==> src/rtl/fb_loader.sv <==
// fb_loader: writes a valid/ready stream of 12-bit RGB pixels into the
// display's R/G/B pixel memories in raster order. A frame load begins only
// after a vsync falling edge, so a new image never starts mid-scan.
module fb_loader #(
  parameter int IMG_W = 240,
  parameter int IMG_H = 180,
  parameter int AW    = 16,
  parameter int CW    = 4
) (
  input  logic          dclk,
  input  logic          clr_n,
  input  logic          vsync,
  input  logic          start,
  input  logic          s_valid,
  input  logic [3*CW-1:0] s_data,
  input  logic          s_sof,
  output logic          s_ready,
  output logic          wr_en,
  output logic [AW-1:0] wr_addr,
  output logic [CW-1:0] wr_r,
  output logic [CW-1:0] wr_g,
  output logic [CW-1:0] wr_b,
  output logic          busy,
  output logic          done,
  output logic          err_sync
);

  localparam int XW = (IMG_W > 1) ? $clog2(IMG_W) : 1;
  localparam int YW = (IMG_H > 1) ? $clog2(IMG_H) : 1;
  localparam logic [XW-1:0] X_LAST = XW'(IMG_W - 1);
  localparam logic [YW-1:0] Y_LAST = YW'(IMG_H - 1);

  typedef enum logic [1:0] {
    ST_IDLE,
    ST_WAIT_VS,
    ST_LOAD,
    ST_DONE
  } state_t;

  state_t        r_state;
  state_t        w_state_nxt;
  logic          r_vs;
  logic          r_hunting;
  logic [XW-1:0] r_x;
  logic [YW-1:0] r_y;
  logic [AW-1:0] r_addr;

  logic          w_vs_fall;
  logic          w_acc;
  logic          w_restart;
  logic          w_wr;
  logic          w_final;
  logic [XW-1:0] w_cur_x;
  logic [YW-1:0] w_cur_y;
  logic [AW-1:0] w_cur_addr;

  // vs_fall compares the previous vsync sample with the current level
  assign w_vs_fall = r_vs & ~vsync;

  // Every beat in LOAD is accepted; a sof beat always writes (restart or
  // end of hunting), other beats write only once hunting is over.
  assign w_acc     = s_valid & (r_state == ST_LOAD);
  assign w_restart = w_acc & s_sof;
  assign w_wr      = w_acc & (s_sof | ~r_hunting);

  // A sof beat lands on pixel (0,0) regardless of the running counters
  assign w_cur_x    = w_restart ? '0 : r_x;
  assign w_cur_y    = w_restart ? '0 : r_y;
  assign w_cur_addr = w_restart ? '0 : r_addr;
  assign w_final    = w_wr & (w_cur_x == X_LAST) & (w_cur_y == Y_LAST);

  assign s_ready = (r_state == ST_LOAD);
  assign busy    = (r_state != ST_IDLE);
  assign done    = (r_state == ST_DONE);

  // Next-state decision for the load sequence
  always_comb begin
    w_state_nxt = r_state;
    case (r_state)
      ST_IDLE:    if (start)     w_state_nxt = ST_WAIT_VS;
      ST_WAIT_VS: if (w_vs_fall) w_state_nxt = ST_LOAD;
      ST_LOAD:    if (w_final)   w_state_nxt = ST_DONE;
      ST_DONE:                   w_state_nxt = ST_IDLE;
      default:                   w_state_nxt = ST_IDLE;
    endcase
  end

  // State register
  always_ff @(posedge dclk) begin
    if (!clr_n) r_state <= ST_IDLE;
    else        r_state <= w_state_nxt;
  end

  // vsync history for falling-edge detection
  always_ff @(posedge dclk) begin
    if (!clr_n) r_vs <= 1'b0;
    else        r_vs <= vsync;
  end

  // Raster position and running address; advanced from the written pixel
  always_ff @(posedge dclk) begin
    if (!clr_n) begin
      r_x       <= '0;
      r_y       <= '0;
      r_addr    <= '0;
      r_hunting <= 1'b0;
    end else if ((r_state == ST_WAIT_VS) && w_vs_fall) begin
      r_x       <= '0;
      r_y       <= '0;
      r_addr    <= '0;
      r_hunting <= 1'b1;
    end else if (w_wr) begin
      r_hunting <= 1'b0;
      r_addr    <= w_cur_addr + 1'b1;
      if (w_cur_x == X_LAST) begin
        r_x <= '0;
        r_y <= (w_cur_y == Y_LAST) ? '0 : w_cur_y + 1'b1;
      end else begin
        r_x <= w_cur_x + 1'b1;
        r_y <= w_cur_y;
      end
    end
  end

  // Sticky sync error: set on a sof after the frame was already locked,
  // cleared when the next load is requested
  always_ff @(posedge dclk) begin
    if (!clr_n)                            err_sync <= 1'b0;
    else if ((r_state == ST_IDLE) && start) err_sync <= 1'b0;
    else if (w_restart && !r_hunting)       err_sync <= 1'b1;
  end

  // Registered write port; address and data hold between writes
  always_ff @(posedge dclk) begin
    if (!clr_n) begin
      wr_en   <= 1'b0;
      wr_addr <= '0;
      wr_r    <= '0;
      wr_g    <= '0;
      wr_b    <= '0;
    end else begin
      wr_en <= w_wr;
      if (w_wr) begin
        wr_addr <= w_cur_addr;
        wr_r    <= s_data[3*CW-1:2*CW];
        wr_g    <= s_data[2*CW-1:CW];
        wr_b    <= s_data[CW-1:0];
      end
    end
  end

endmodule

==> config.mk <==
export PLATFORM = sky130hd
export DESIGN_NAME = fb_loader
export DESIGN_NICKNAME = d
export VERILOG_FILES = /design/src/rtl/fb_loader.sv
export SDC_FILE = /design/constraint.sdc
export NUM_CORES = 1
export LEC_CHECK = 0
export CAP_MARGIN = 20
export CORE_UTILIZATION = 52
export DETAILED_ROUTE_END_ITERATION = 8
export PLACE_DENSITY = 0.86
export SLEW_MARGIN = 20
export SYNTH_ARGS = -nofsm -noshare
export SYNTH_HDL_FRONTEND = slang
export SYNTH_SLANG_ARGS = --single-unit
export TNS_END_PERCENT = 30
==> constraint.sdc <==
create_clock -name dclk -period 3.66 [get_ports dclk]
set_clock_uncertainty 0.15 [all_clocks]
set_input_delay 0.366 -clock dclk [delete_from_list [all_inputs] [get_ports dclk]]
set_output_delay 0.366 -clock dclk [all_outputs]
set_load 0.02 [all_outputs]
==> run metrics <==
Power Dens Cells 533 nW/um^2; data required time of the worst path 3780 ps; Crit path max-delay family simple AND/OR/NAND/NOR gates; Final Util between 70% and 80%; Final #Nets 439; syn nets between 300 and 400; post-CTS sizing 0; area grow syn2layout 27.7%; count of pins over their slew limit 0; area of the multi-input gates about 1500 sq um; DRC Markers 0; Core ar. 5270 sq um; clk_lat worst skew about 330 ps; synth unique cells between 40 and 50; worst path cell trace inv_1 -> ha_1 -> nand3_2 -> and2_1 -> ha_1 -> and3_1 -> and4b_1 -> a41oi_1 -> or3b_1 -> a21oi_1; synthesized area just under 3000 sq um; final WL between 6 and 7 mm; pre-CTS setup slack about 640 ps; WL/cell between 10 and 15 um; vias per cell about 5.5; routed vias about 2700; Synth Area per Inst ~8 sq um; CP Buf/Inv Count 1; setup violators final 0; final worst slack between 700 and 800 ps; post-cts hold buffer count 0; pin count of the biggest net entering global routing 27; FF+latch count, synth 66; VDD IR max 379 uV; Yosys top cell by area dfxtp_1; die area 5940 sq um; fraction of registers with async set/reset 0%; initial drt markers around 190; Startpoint Class flip-flop; max-cap viol count 0; crit path time final between 2000 and 3000 ps; leakage about 1.4 nW; grt ovf 0; RePlAce Congestion about 0.89; sequential fraction of the synthesis area roughly 45%; I/O pin total 51; Site Rows 26; Setup crit end kind flip-flop; first-pass GRT wire length 11.0 mm; Worst path most repeated cell ha_1; layout cells sized above 1 6.44%; Syn. warnings 0; max incr delay on CP about 500 ps; vias in the first global route ~2600; starting density of the core 55.6%; total track usage 22.8%; CTS tree built; Final TNS setup 0 ps; most area-consuming cells after synthesis dfxtp_1 45%, nand2_1 11%, a21oi_1 7.5%; Hold Vio Cnt, Final 0; H-tree levels 3; DP HPWL between 4 and 5 mm; Synth top area share a little under half; CTS Root Cell clkbuf_8; Max Clk Rate 338 MHz; critical path launch point r_state[0]; port bufs 50; Least-Margin Pin Slew 688 ps; antenna violations before repair 0; reg2reg setup slack around 700 ps; status completed; die boundary width about 77 um; setup bufs post-CTS 0; Reg area roughly 1300 sq um; Die Ht roughly 77 um; drt first pass iters 4; most used flip-flop cell after synthesis dfxtp_1; slew margin rel. 54.0%; Critical R2R Launch r_state[0]; clk sinks 66; worst hold slack slightly above 300 ps; Worst path slowest cell and4b_1; Worst-path clk slew 80 ps; RSZ-0062 raised after global routing no; clk buf depth 2; crit path DAT between 3000 and 4000 ps; Synth Instances between 300 and 400; filler instances roughly 420; EDFF count, synth 0; most frequent cells in the layout 89 x nand2_1, 66 x dfxtp_1, 50 x clkdlybuf4s50_1; commonest non-fill, non-tap cell in the layout nand2_1; TritonCTS Buffers 9; ANT nets after route 0; final worst-path cycle share around 81%; Crit Path Max Fanout 13; worst min path class flip-flop to flip-flop; worst hold start wr_addr[11]; Antenna diodes 0; CP Class flip-flop to flip-flop
## routing by layer
metal / part of all wire [%] / up-vias / global-route usage, %
li1: - / 1348 / -
met4: 1.4 / 0 / 9.62
met3: 7.0 / 10 / 5.60
met2: 48 / 90 / 38.9
met1: 44 / 1261 / 27.1
met5: 0 / - / 0
## report_power, final
| group | internal (mW) | switching (mW) |
|---|---|---|
| Clock | 0.542 | 0.282 |
| Sequential | 0.755 | 0.0257 |
| Combinational | 0.153 | 0.236 |
| Total | 1.45 | 0.543 |
## worst min-delay path, cell delays in order, from the launching register on
cell and delay, ps:
dfxtp_1 310, nand2_1 50, a21oi_1 50
## metrics by stage
step	std cells	total power, mW	area [sq um]
final	489	1.99	3740
after floorplan	368	1.04	2930
after global placement	473	1.18	3470
after detailed placement	473	1.18	3470
after global routing	489	2.08	3740
after CTS	489	2.00	3740
## area by class of cell
cell class                 count  area share (%)
timing repair buffer          55            14.4
multi-input combinational    271            39.5
inverter                      11            1.10
sequential                    66            35.3
clock inverter                 6            3.68
clock buffer                  10            3.68
tap                           70            2.34
## registers in the layout (all words and copies together) (netlist names), 2 cells and up
register  cells
r_addr       16
wr_addr      16
r_x           8
r_y           8
wr_b          4
wr_g          4
wr_r          4
r_state       2
## cells by family (layout without fill, tap and decap cells)
family                   Yosys count  after routing  share of synthesized area, %
AND/OR/NAND/NOR                  173            173                          27.3
XOR/XNOR                          16             16                          4.78
adder cells (fa/ha/maj)            7              7                          2.99
flip-flops                        66             66                          45.1
AO/OA/AOI/OAI                     74             74                          15.0
multiplexers                       1              1                         0.384
buffers and inverters             31             82                          4.48
## synthesized netlist by cell type, types with 2 or more instances
master    count
a21oi_1      44
a22oi_1       2
a31oi_1       2
and2_1        6
and3_1        6
buf_2        12
clkbuf_1      8
dfxtp_1      66
ha_1          7
inv_1        10
nand2_1      89
nand3_1      13
nand4_1       9
nor2_1       30
nor3_1        6
nor4_1        2
o21ai_0       9
o22ai_1       3
o311a_1       2
or3_1         2
xnor2_1       7
xor2_1        9
## worst paths after layout
check	endpoint	cells past startpoint
max	r_state[1]	10
min	wr_addr[11]	2
max reg2reg	r_state[1]	10
min reg2reg	wr_addr[11]	2
No activity file was read; power rests on OpenSTA's default activity.
